## config.mk

```make
export PLATFORM = sky130hd
export DESIGN_NAME = vga_timing_gen
export DESIGN_NICKNAME = d
export VERILOG_FILES = /design/src/rtl/vga_timing_gen.sv
export SDC_FILE = /design/constraint.sdc
export NUM_CORES = 1
export LEC_CHECK = 0
export ABC_AREA = 1
export CORE_ASPECT_RATIO = 1.75
export CORE_MARGIN = 2
export CORE_UTILIZATION = 30
export CTS_BUF_LIST = sky130_fd_sc_hd__clkbuf_16
export DETAILED_ROUTE_END_ITERATION = 10
export HOLD_SLACK_MARGIN = 0.05
export MAX_ROUTING_LAYER = met4
export PLACE_DENSITY = 0.47
export SLEW_MARGIN = 40
export SYNTH_ARGS = -nofsm -noshare
export SYNTH_HDL_FRONTEND = slang
export SYNTH_SLANG_ARGS = --single-unit
```

## constraint.sdc

```tcl
create_clock -name clk -period 2.1 [get_ports clk]
set_input_delay 0.42 -clock clk [delete_from_list [all_inputs] [get_ports clk]]
set_output_delay 0.42 -clock clk [all_outputs]
set_load 0.02 [all_outputs]
```

## src/rtl/vga_timing_gen.sv

```systemverilog
// Raster timing generator: pixel-clock divider, H/V counters and registered sync/blank/coordinate decode.
// Optional prefetch coordinates are compiled in when VGA_TIMING_PREFETCH_EN is defined.
`timescale 1ns/1ps

module vga_timing_gen #(
  parameter int H_ACTIVE   = 640,
  parameter int H_FP       = 16,
  parameter int H_SYNC     = 96,
  parameter int H_BP       = 48,
  parameter int V_ACTIVE   = 480,
  parameter int V_FP       = 10,
  parameter int V_SYNC     = 2,
  parameter int V_BP       = 33,
  parameter bit HS_POL     = 1'b0,
  parameter bit VS_POL     = 1'b0,
  parameter int CLK_DIV    = 4,
  parameter int CW         = 10,
  parameter int FETCH_LEAD = 2
) (
  input  logic          clk,
  input  logic          resetn,
  input  logic          en,
  output logic          pix_ce,
  output logic          hs,
  output logic          vs,
  output logic          blank,
  output logic          de,
  output logic [CW-1:0] current_x,
  output logic [CW-1:0] current_y,
  output logic          line_start,
  output logic          frame_start
`ifdef VGA_TIMING_PREFETCH_EN
  ,
  output logic [CW-1:0] fetch_x,
  output logic [CW-1:0] fetch_y,
  output logic          fetch_valid
`endif
);

  localparam int H_TOTAL = H_ACTIVE + H_FP + H_SYNC + H_BP;
  localparam int V_TOTAL = V_ACTIVE + V_FP + V_SYNC + V_BP;
  localparam int DW      = (CLK_DIV > 1) ? $clog2(CLK_DIV) : 1;

  localparam logic [DW-1:0] DIV_LAST = DW'(CLK_DIV - 1);
  localparam logic [CW-1:0] H_LAST   = CW'(H_TOTAL - 1);
  localparam logic [CW-1:0] V_LAST   = CW'(V_TOTAL - 1);

  // One extra bit so a sync end or total equal to 2**CW stays representable.
  localparam logic [CW:0] H_ACT_W  = (CW+1)'(H_ACTIVE);
  localparam logic [CW:0] HS_BEG_W = (CW+1)'(H_ACTIVE + H_FP);
  localparam logic [CW:0] HS_END_W = (CW+1)'(H_ACTIVE + H_FP + H_SYNC);
  localparam logic [CW:0] V_ACT_W  = (CW+1)'(V_ACTIVE);
  localparam logic [CW:0] VS_BEG_W = (CW+1)'(V_ACTIVE + V_FP);
  localparam logic [CW:0] VS_END_W = (CW+1)'(V_ACTIVE + V_FP + V_SYNC);

  if (CLK_DIV < 1) begin : g_bad_clk_div
    $error("vga_timing_gen: CLK_DIV must be >= 1");
  end
  if (H_TOTAL > 2**CW || V_TOTAL > 2**CW) begin : g_bad_total
    $error("vga_timing_gen: H_TOTAL/V_TOTAL exceed 2**CW");
  end
  if (H_ACTIVE < 1 || H_SYNC < 1 || V_ACTIVE < 1 || V_SYNC < 1) begin : g_bad_len
    $error("vga_timing_gen: active and sync lengths must be non-zero");
  end
  if (H_FP < 0 || H_BP < 0 || V_FP < 0 || V_BP < 0) begin : g_bad_porch
    $error("vga_timing_gen: porch lengths must be non-negative");
  end
  if (FETCH_LEAD < 1 || FETCH_LEAD > H_TOTAL - 1) begin : g_bad_lead
    $error("vga_timing_gen: FETCH_LEAD must be in 1..H_TOTAL-1");
  end

  logic [DW-1:0] div_reg;
  logic [CW-1:0] h_cnt_reg, v_cnt_reg;
  logic [CW-1:0] h_next, v_next;
  logic          tick;

  logic          pix_ce_reg, hs_reg, vs_reg, blank_reg, ls_reg, fs_reg;
  logic [CW-1:0] x_reg, y_reg;

  logic          h_act, v_act, hs_d, vs_d;

  assign tick = en && (div_reg == DIV_LAST);

  always_ff @(posedge clk or negedge resetn) begin
    if (!resetn) begin
      div_reg <= '0;
    end else if (en) begin
      div_reg <= (div_reg == DIV_LAST) ? '0 : div_reg + 1'b1;
    end
  end

  always_comb begin
    h_next = h_cnt_reg;
    v_next = v_cnt_reg;
    if (h_cnt_reg == H_LAST) begin
      h_next = '0;
      v_next = (v_cnt_reg == V_LAST) ? '0 : v_cnt_reg + 1'b1;
    end else begin
      h_next = h_cnt_reg + 1'b1;
    end
  end

  always_ff @(posedge clk or negedge resetn) begin
    if (!resetn) begin
      h_cnt_reg <= '0;
      v_cnt_reg <= '0;
    end else if (tick) begin
      h_cnt_reg <= h_next;
      v_cnt_reg <= v_next;
    end
  end

  always_comb begin
    h_act = {1'b0, h_cnt_reg} < H_ACT_W;
    v_act = {1'b0, v_cnt_reg} < V_ACT_W;
    hs_d  = (({1'b0, h_cnt_reg} >= HS_BEG_W) && ({1'b0, h_cnt_reg} < HS_END_W)) ? HS_POL : ~HS_POL;
    vs_d  = (({1'b0, v_cnt_reg} >= VS_BEG_W) && ({1'b0, v_cnt_reg} < VS_END_W)) ? VS_POL : ~VS_POL;
  end

  // Outputs show the position the counters hold before advancing: one pixel of latency.
  always_ff @(posedge clk or negedge resetn) begin
    if (!resetn) begin
      pix_ce_reg <= 1'b0;
      hs_reg     <= ~HS_POL;
      vs_reg     <= ~VS_POL;
      blank_reg  <= 1'b1;
      x_reg      <= '0;
      y_reg      <= '0;
      ls_reg     <= 1'b0;
      fs_reg     <= 1'b0;
    end else begin
      pix_ce_reg <= tick;
      ls_reg     <= tick && (h_cnt_reg == '0);
      fs_reg     <= tick && (h_cnt_reg == '0) && (v_cnt_reg == '0);
      if (tick) begin
        hs_reg    <= hs_d;
        vs_reg    <= vs_d;
        blank_reg <= ~(h_act && v_act);
        x_reg     <= (h_act && v_act) ? h_cnt_reg : '0;
        y_reg     <= (h_act && v_act) ? v_cnt_reg : '0;
      end
    end
  end

  // Pulses are masked by en so nothing strobes during a hold.
  assign pix_ce      = pix_ce_reg & en;
  assign line_start  = ls_reg & en;
  assign frame_start = fs_reg & en;
  assign hs          = hs_reg;
  assign vs          = vs_reg;
  assign blank       = blank_reg;
  assign de          = ~blank_reg;
  assign current_x   = x_reg;
  assign current_y   = y_reg;

`ifdef VGA_TIMING_PREFETCH_EN
  logic [CW:0]   fh_sum, fh;
  logic [CW-1:0] fv;
  logic          f_wrap, f_act;
  logic [CW-1:0] fx_reg, fy_reg;
  logic          fvalid_reg;

  always_comb begin
    fh_sum = {1'b0, h_cnt_reg} + (CW+1)'(FETCH_LEAD);
    f_wrap = fh_sum >= (CW+1)'(H_TOTAL);
    fh     = f_wrap ? fh_sum - (CW+1)'(H_TOTAL) : fh_sum;
    fv     = v_cnt_reg;
    if (f_wrap) begin
      fv = (v_cnt_reg == V_LAST) ? '0 : v_cnt_reg + 1'b1;
    end
    f_act  = (fh < H_ACT_W) && ({1'b0, fv} < V_ACT_W);
  end

  always_ff @(posedge clk or negedge resetn) begin
    if (!resetn) begin
      fx_reg     <= '0;
      fy_reg     <= '0;
      fvalid_reg <= 1'b0;
    end else if (tick) begin
      fx_reg     <= f_act ? fh[CW-1:0] : '0;
      fy_reg     <= f_act ? fv : '0;
      fvalid_reg <= f_act;
    end
  end

  assign fetch_x     = fx_reg;
  assign fetch_y     = fy_reg;
  assign fetch_valid = fvalid_reg;
`endif

endmodule
```

# ---- Word-level counts from Yosys, hierarchy flattened
# Index checks and enable logic that the tools add are counted.
dict set report totals {
  ff_bits 48
  input_bits 3
  output_inout_bits 27
  elab_cells 44
}
dict set report op_classes {
  addsub 3
  magnitude_cmp 6
  eq_ne 3
  n_mux 7
  bitwise 5
  reduce_logical 9
}
# cell n
set ops {}
lappend ops {{two-way mux 10 bit} 4}
lappend ops {{adder 10 x 1 -> 10 bit (second input constant)} 2}
lappend ops {{== test 10 bit (second input constant)} 2}
lappend ops {{logical NOT 10 bit} 2}
lappend ops {{less-than comparator 10 bit (second input constant)} 2}
lappend ops {{less-than comparator 10 x 9 -> 1 bit (second input constant)} 2}
lappend ops {{greater-or-equal comparator 10 bit (second input constant)} 1}
lappend ops {{greater-or-equal comparator 10 x 9 -> 1 bit (second input constant)} 1}
lappend ops {{logical AND 1 bit} 6}
lappend ops {{bitwise AND 1 bit} 3}
lappend ops {{adder 2 x 1 -> 2 bit (second input constant)} 1}
lappend ops {{== test 2 bit (second input constant)} 1}
lappend ops {{two-way mux 1 bit} 2}
lappend ops {{two-way mux 2 bit} 1}
lappend ops {{inverter 1 bit} 2}
lappend ops {{AND reduction 2 bit} 1}

# ---- Depth between registers and ports, before layout
dict set report depth {
  ltp_word 4
  ltp_mapped 8
  mapped_depth_nobuf 8
}

# ---- Worst setup path before layout
# No wires, ideal clock.
dict set report synth_path {
  path_type {register to register}
  from {reg h_cnt_reg[0]}
  to {reg v_cnt_reg[5]}
  setup_ps 122
  t_arrival_ps 1226
  required_ps 1978
  path_slack_ps 752
  path_stages_with_launch 8
  n_path_buf 0
  period_less_slack_ps 1348
  cell_sequence {dfrtp_1 -> ha_1 -> nand3_2 -> nor2_2 -> nand2_2 -> nor2_4 -> nand2_2 -> xor2_1}
}
dict set report synth_between {
  elab_chain_cells 2
}
# element line_no
set synth_rtl {}
lappend synth_rtl {{start: declaration} 73} ;# logic [CW-1:0] h_cnt_reg, v_cnt_reg;
lappend synth_rtl {{start signal: assignment} 108} ;# h_cnt_reg <= h_next;
lappend synth_rtl {{== test 10 bit} 95} ;# if (h_cnt_reg == H_LAST) begin
lappend synth_rtl {{AND reduction 2 bit (no source line)} --}
lappend synth_rtl {{end signal: assignment} 109} ;# v_cnt_reg <= v_next;
lappend synth_rtl {{end: declaration} 73}
# Every way passes these cells.
# A chain may end at the register's enable or synchronous reset.

# ---- Worst setup path after layout
dict set report layout_path {
  from {reg blank_reg, in the netlist blank}
  to {out blank}
}
# element line_no
set layout_lines {}
lappend layout_lines {{start: declaration} 77} ;# logic pix_ce_reg, hs_reg, vs_reg, blank_reg, ls_reg, fs_reg;
lappend layout_lines {{start signal: assignment} 138} ;# blank_reg <= ~(h_act && v_act);
lappend layout_lines {{end: declaration} 26} ;# output logic blank,
# No word-level cell between the ends.

==> impl_metrics.env <==
export IMPL_syn_inst=271
export IMPL_crit_buf_inv=1
export IMPL_yosysWarnings=0
export IMPL_gp_congestion=0.878
export IMPL_dieArea_mm2=0.00861
export IMPL_cts_tree="done"
export IMPL_place_inst=389
export IMPL_die_width_um=71.0
export IMPL_maxSlewHeadroom_pct=67.9
export IMPL_wl_per_cell_um=13.8
export IMPL_start_util_pct=31.0
export IMPL_numCtsBuffers=5
export IMPL_crit_path_end_kind="output port"
export IMPL_chipHeight_um=121
export IMPL_drt_pass1_iterations=4
export IMPL_hold_class="in -> async"
export IMPL_root_buffer="clkbuf_16"
export IMPL_grt_pass1_wl_mm=9.34
export IMPL_drt_antenna_violating_nets=0
export IMPL_clkPwrFrac_pct=23.1
export IMPL_start_kind="register"
export IMPL_layout_commonest_cell="nand2_1"
export IMPL_grt_use_total_pct=14.6
export IMPL_grt_ovfl_total=0
export IMPL_clkSlewWorstSetupHoldPaths_ps=60
export IMPL_routed_wirelength_mm=5.48
export IMPL_num_io_pins=30
export IMPL_status="finished clean"
export IMPL_tightestPinTransition_ps=482
export IMPL_p_leak_uw=0.00144
export IMPL_instances_no_fill=397
export IMPL_synth_seq_cells=48
export IMPL_critPathMaxFanout=3
export IMPL_cp_required_ps=1680
export IMPL_ys_types=29
export IMPL_finalHoldViolations=0
export IMPL_port_buffers=29
export IMPL_final_min_clock_period_ps=1850
export IMPL_p_comb_share_pct=35.6
export IMPL_area_delta_synth_final_pct=23.3
export IMPL_grt_pass1_vias=1913
export IMPL_synth_area_top_cells="dfrtp_1 48%, nand2_1 10%, inv_1 4.9%"
export IMPL_p_sw_share_pct=36.1
export IMPL_yosys_area_top_type="dfrtp_1"
export IMPL_path_cells="clkdlybuf4s50_1"
export IMPL_synth_ff_type="dfrtp_1"
export IMPL_p_switching_uw=1190
export IMPL_crit_family="buffers and inverters"
export IMPL_routed_via_count=1845
export IMPL_clockBufferDepth=2
export IMPL_hold_buffers=0
export IMPL_htreeDepth=2
export IMPL_slowest_delay_ps=600
export IMPL_synth_edf_count=0
export IMPL_antenna_found_initial=0
export IMPL_synth_top_area_share_pct=47.7
export IMPL_fmax_ghz=0.540
export IMPL_syn_avg_cell_area_um2=8.70
export IMPL_setup_tns_final_ps=0
export IMPL_pwr_share_seq_pct=41.2
export IMPL_slew_violations=0
export IMPL_seqCellArea_mm2=0.00120
export IMPL_antennaDiodeCount=0
export IMPL_fin_worst_skew_ps=5.63
export IMPL_setup_violations=0
export IMPL_ys_async_sr_fraction_pct=100
export IMPL_hpwlAfterDp_mm=4.10
export IMPL_internal_power_uw=2110
export IMPL_final_cell_mix="64 x nand2_1, 45 x dfrtp_1, 33 x inv_1, 25 x clkdlybuf4s50_1, 23 x nor2_1"
export IMPL_post_route_period_util_pct=88.2
export IMPL_vdd_ir_drop_max_mv=0.375
export IMPL_drt_iter0_markers=148
export IMPL_nets=316
export IMPL_vias_per_cell=4.65
export IMPL_netlist_area_mm2=0.00236
export IMPL_design_core_area_mm2=0.00762
export IMPL_arrival_ps=1430
export IMPL_ctsResizeCount=0
export IMPL_n_fill_cell=782
export IMPL_power_density_mw_per_mm2=1140
export IMPL_cts_sinks=48
export IMPL_rsz0062_at_grt="false"
export IMPL_critical_path_slowest_cell="clkdlybuf4s50_1"
export IMPL_rows=42
export IMPL_clk_insertion_delay_late_ps=290
export IMPL_grt_max_degree=30
export IMPL_maxCapViolations=0
export IMPL_drive_above_1_share_pct=12.9
export IMPL_route_detailed_drc=0
export IMPL_critical_path_class="reg -> out"
export IMPL_seq_area_frac_synth_pct=51.1
export IMPL_syn_nets=279
export IMPL_multi_input_area_um2=963
export IMPL_postCtsSetupBuffers=0
-- path summary, 6_finish.rpt --
check                               end  cells after the start          from  slack (ps)
min in group clk           current_y[7]                      2  current_y[7]         480
max in group asynchronous         blank                      2        resetn        1410
max                               blank                      1         blank         250
min                        current_y[2]                      1        resetn          80
max reg2reg                v_cnt_reg[5]                      7  h_cnt_reg[0]         560
min reg2reg                current_y[7]                      2  current_y[7]         480
-- final cells by class --
type | count | share of cell area, %
multi-input cells | 182 | 33.1
inverters | 34 | 4.39
well taps | 88 | 3.79
flip-flops and latches | 48 | 41.4
clock inverters | 3 | 0.387
repair buffers | 37 | 12.6
clock buffers | 5 | 4.30
-- cells in the mapped netlist (all sizes together), types with 2 or more instances --
cell type / n
ha: 5
nor2: 30
dfrtp: 45
nand4: 3
dfstp: 3
nor3: 10
xor2: 9
nand2: 70
buf: 7
inv: 34
a21oi: 2
o21ai: 26
nand3: 21
-- power by group through the flow --
stage | combinational, uW | clock [uW] | sequential, uW
2_1_floorplan | 551 | 0 | 1520
3_3_place_gp | 1200 | 0 | 1370
3_5_place_dp | 1200 | 0 | 1380
4_1_cts | 1210 | 796 | 1370
5_1_grt | 1310 | 829 | 1400
6_report | 1180 | 764 | 1360
-- stage by stage --
step / power, uW / hold WS, ps / utilization (%) / setup slack [ps] / cell area [um2]
2_1_floorplan: 2070 / 124 / - / 752 / 2360
3_5_place_dp: 2580 / 410 / 36.3 / 20.2 / 2760
3_3_place_gp: 2580 / 409 / 36.3 / 23.1 / 2760
6_report: 3300 / 83.4 / 38.2 / 248 / 2910
5_1_grt: 3540 / 122 / 38.2 / 213 / 2910
4_1_cts: 3370 / 98.0 / 38.1 / 20.2 / 2900
-- layer usage --
layer	GRT usage (%)	routed length, um	share of wire, %	up-vias
met3	2.74	117	2.1	8
li1	-	-	-	930
met1	15.7	2190	40	891
met5	-	0	0	-
met2	25.1	3010	55	16
met4	7.55	165	3.0	0
-- logic make-up after synthesis --
group | count (synthesis) | share of synthesized area [%]
buffers and inverters | 41 | 8.06
flip-flops | 48 | 51.1
multiplexers | 1 | 0.477
AND/OR/NAND/NOR | 135 | 27.2
XOR/XNOR | 10 | 3.71
adder cells (fa/ha/maj) | 5 | 2.65
AO/OA/AOI/OAI | 31 | 6.84
No activity file was read; power rests on OpenSTA's default activity.
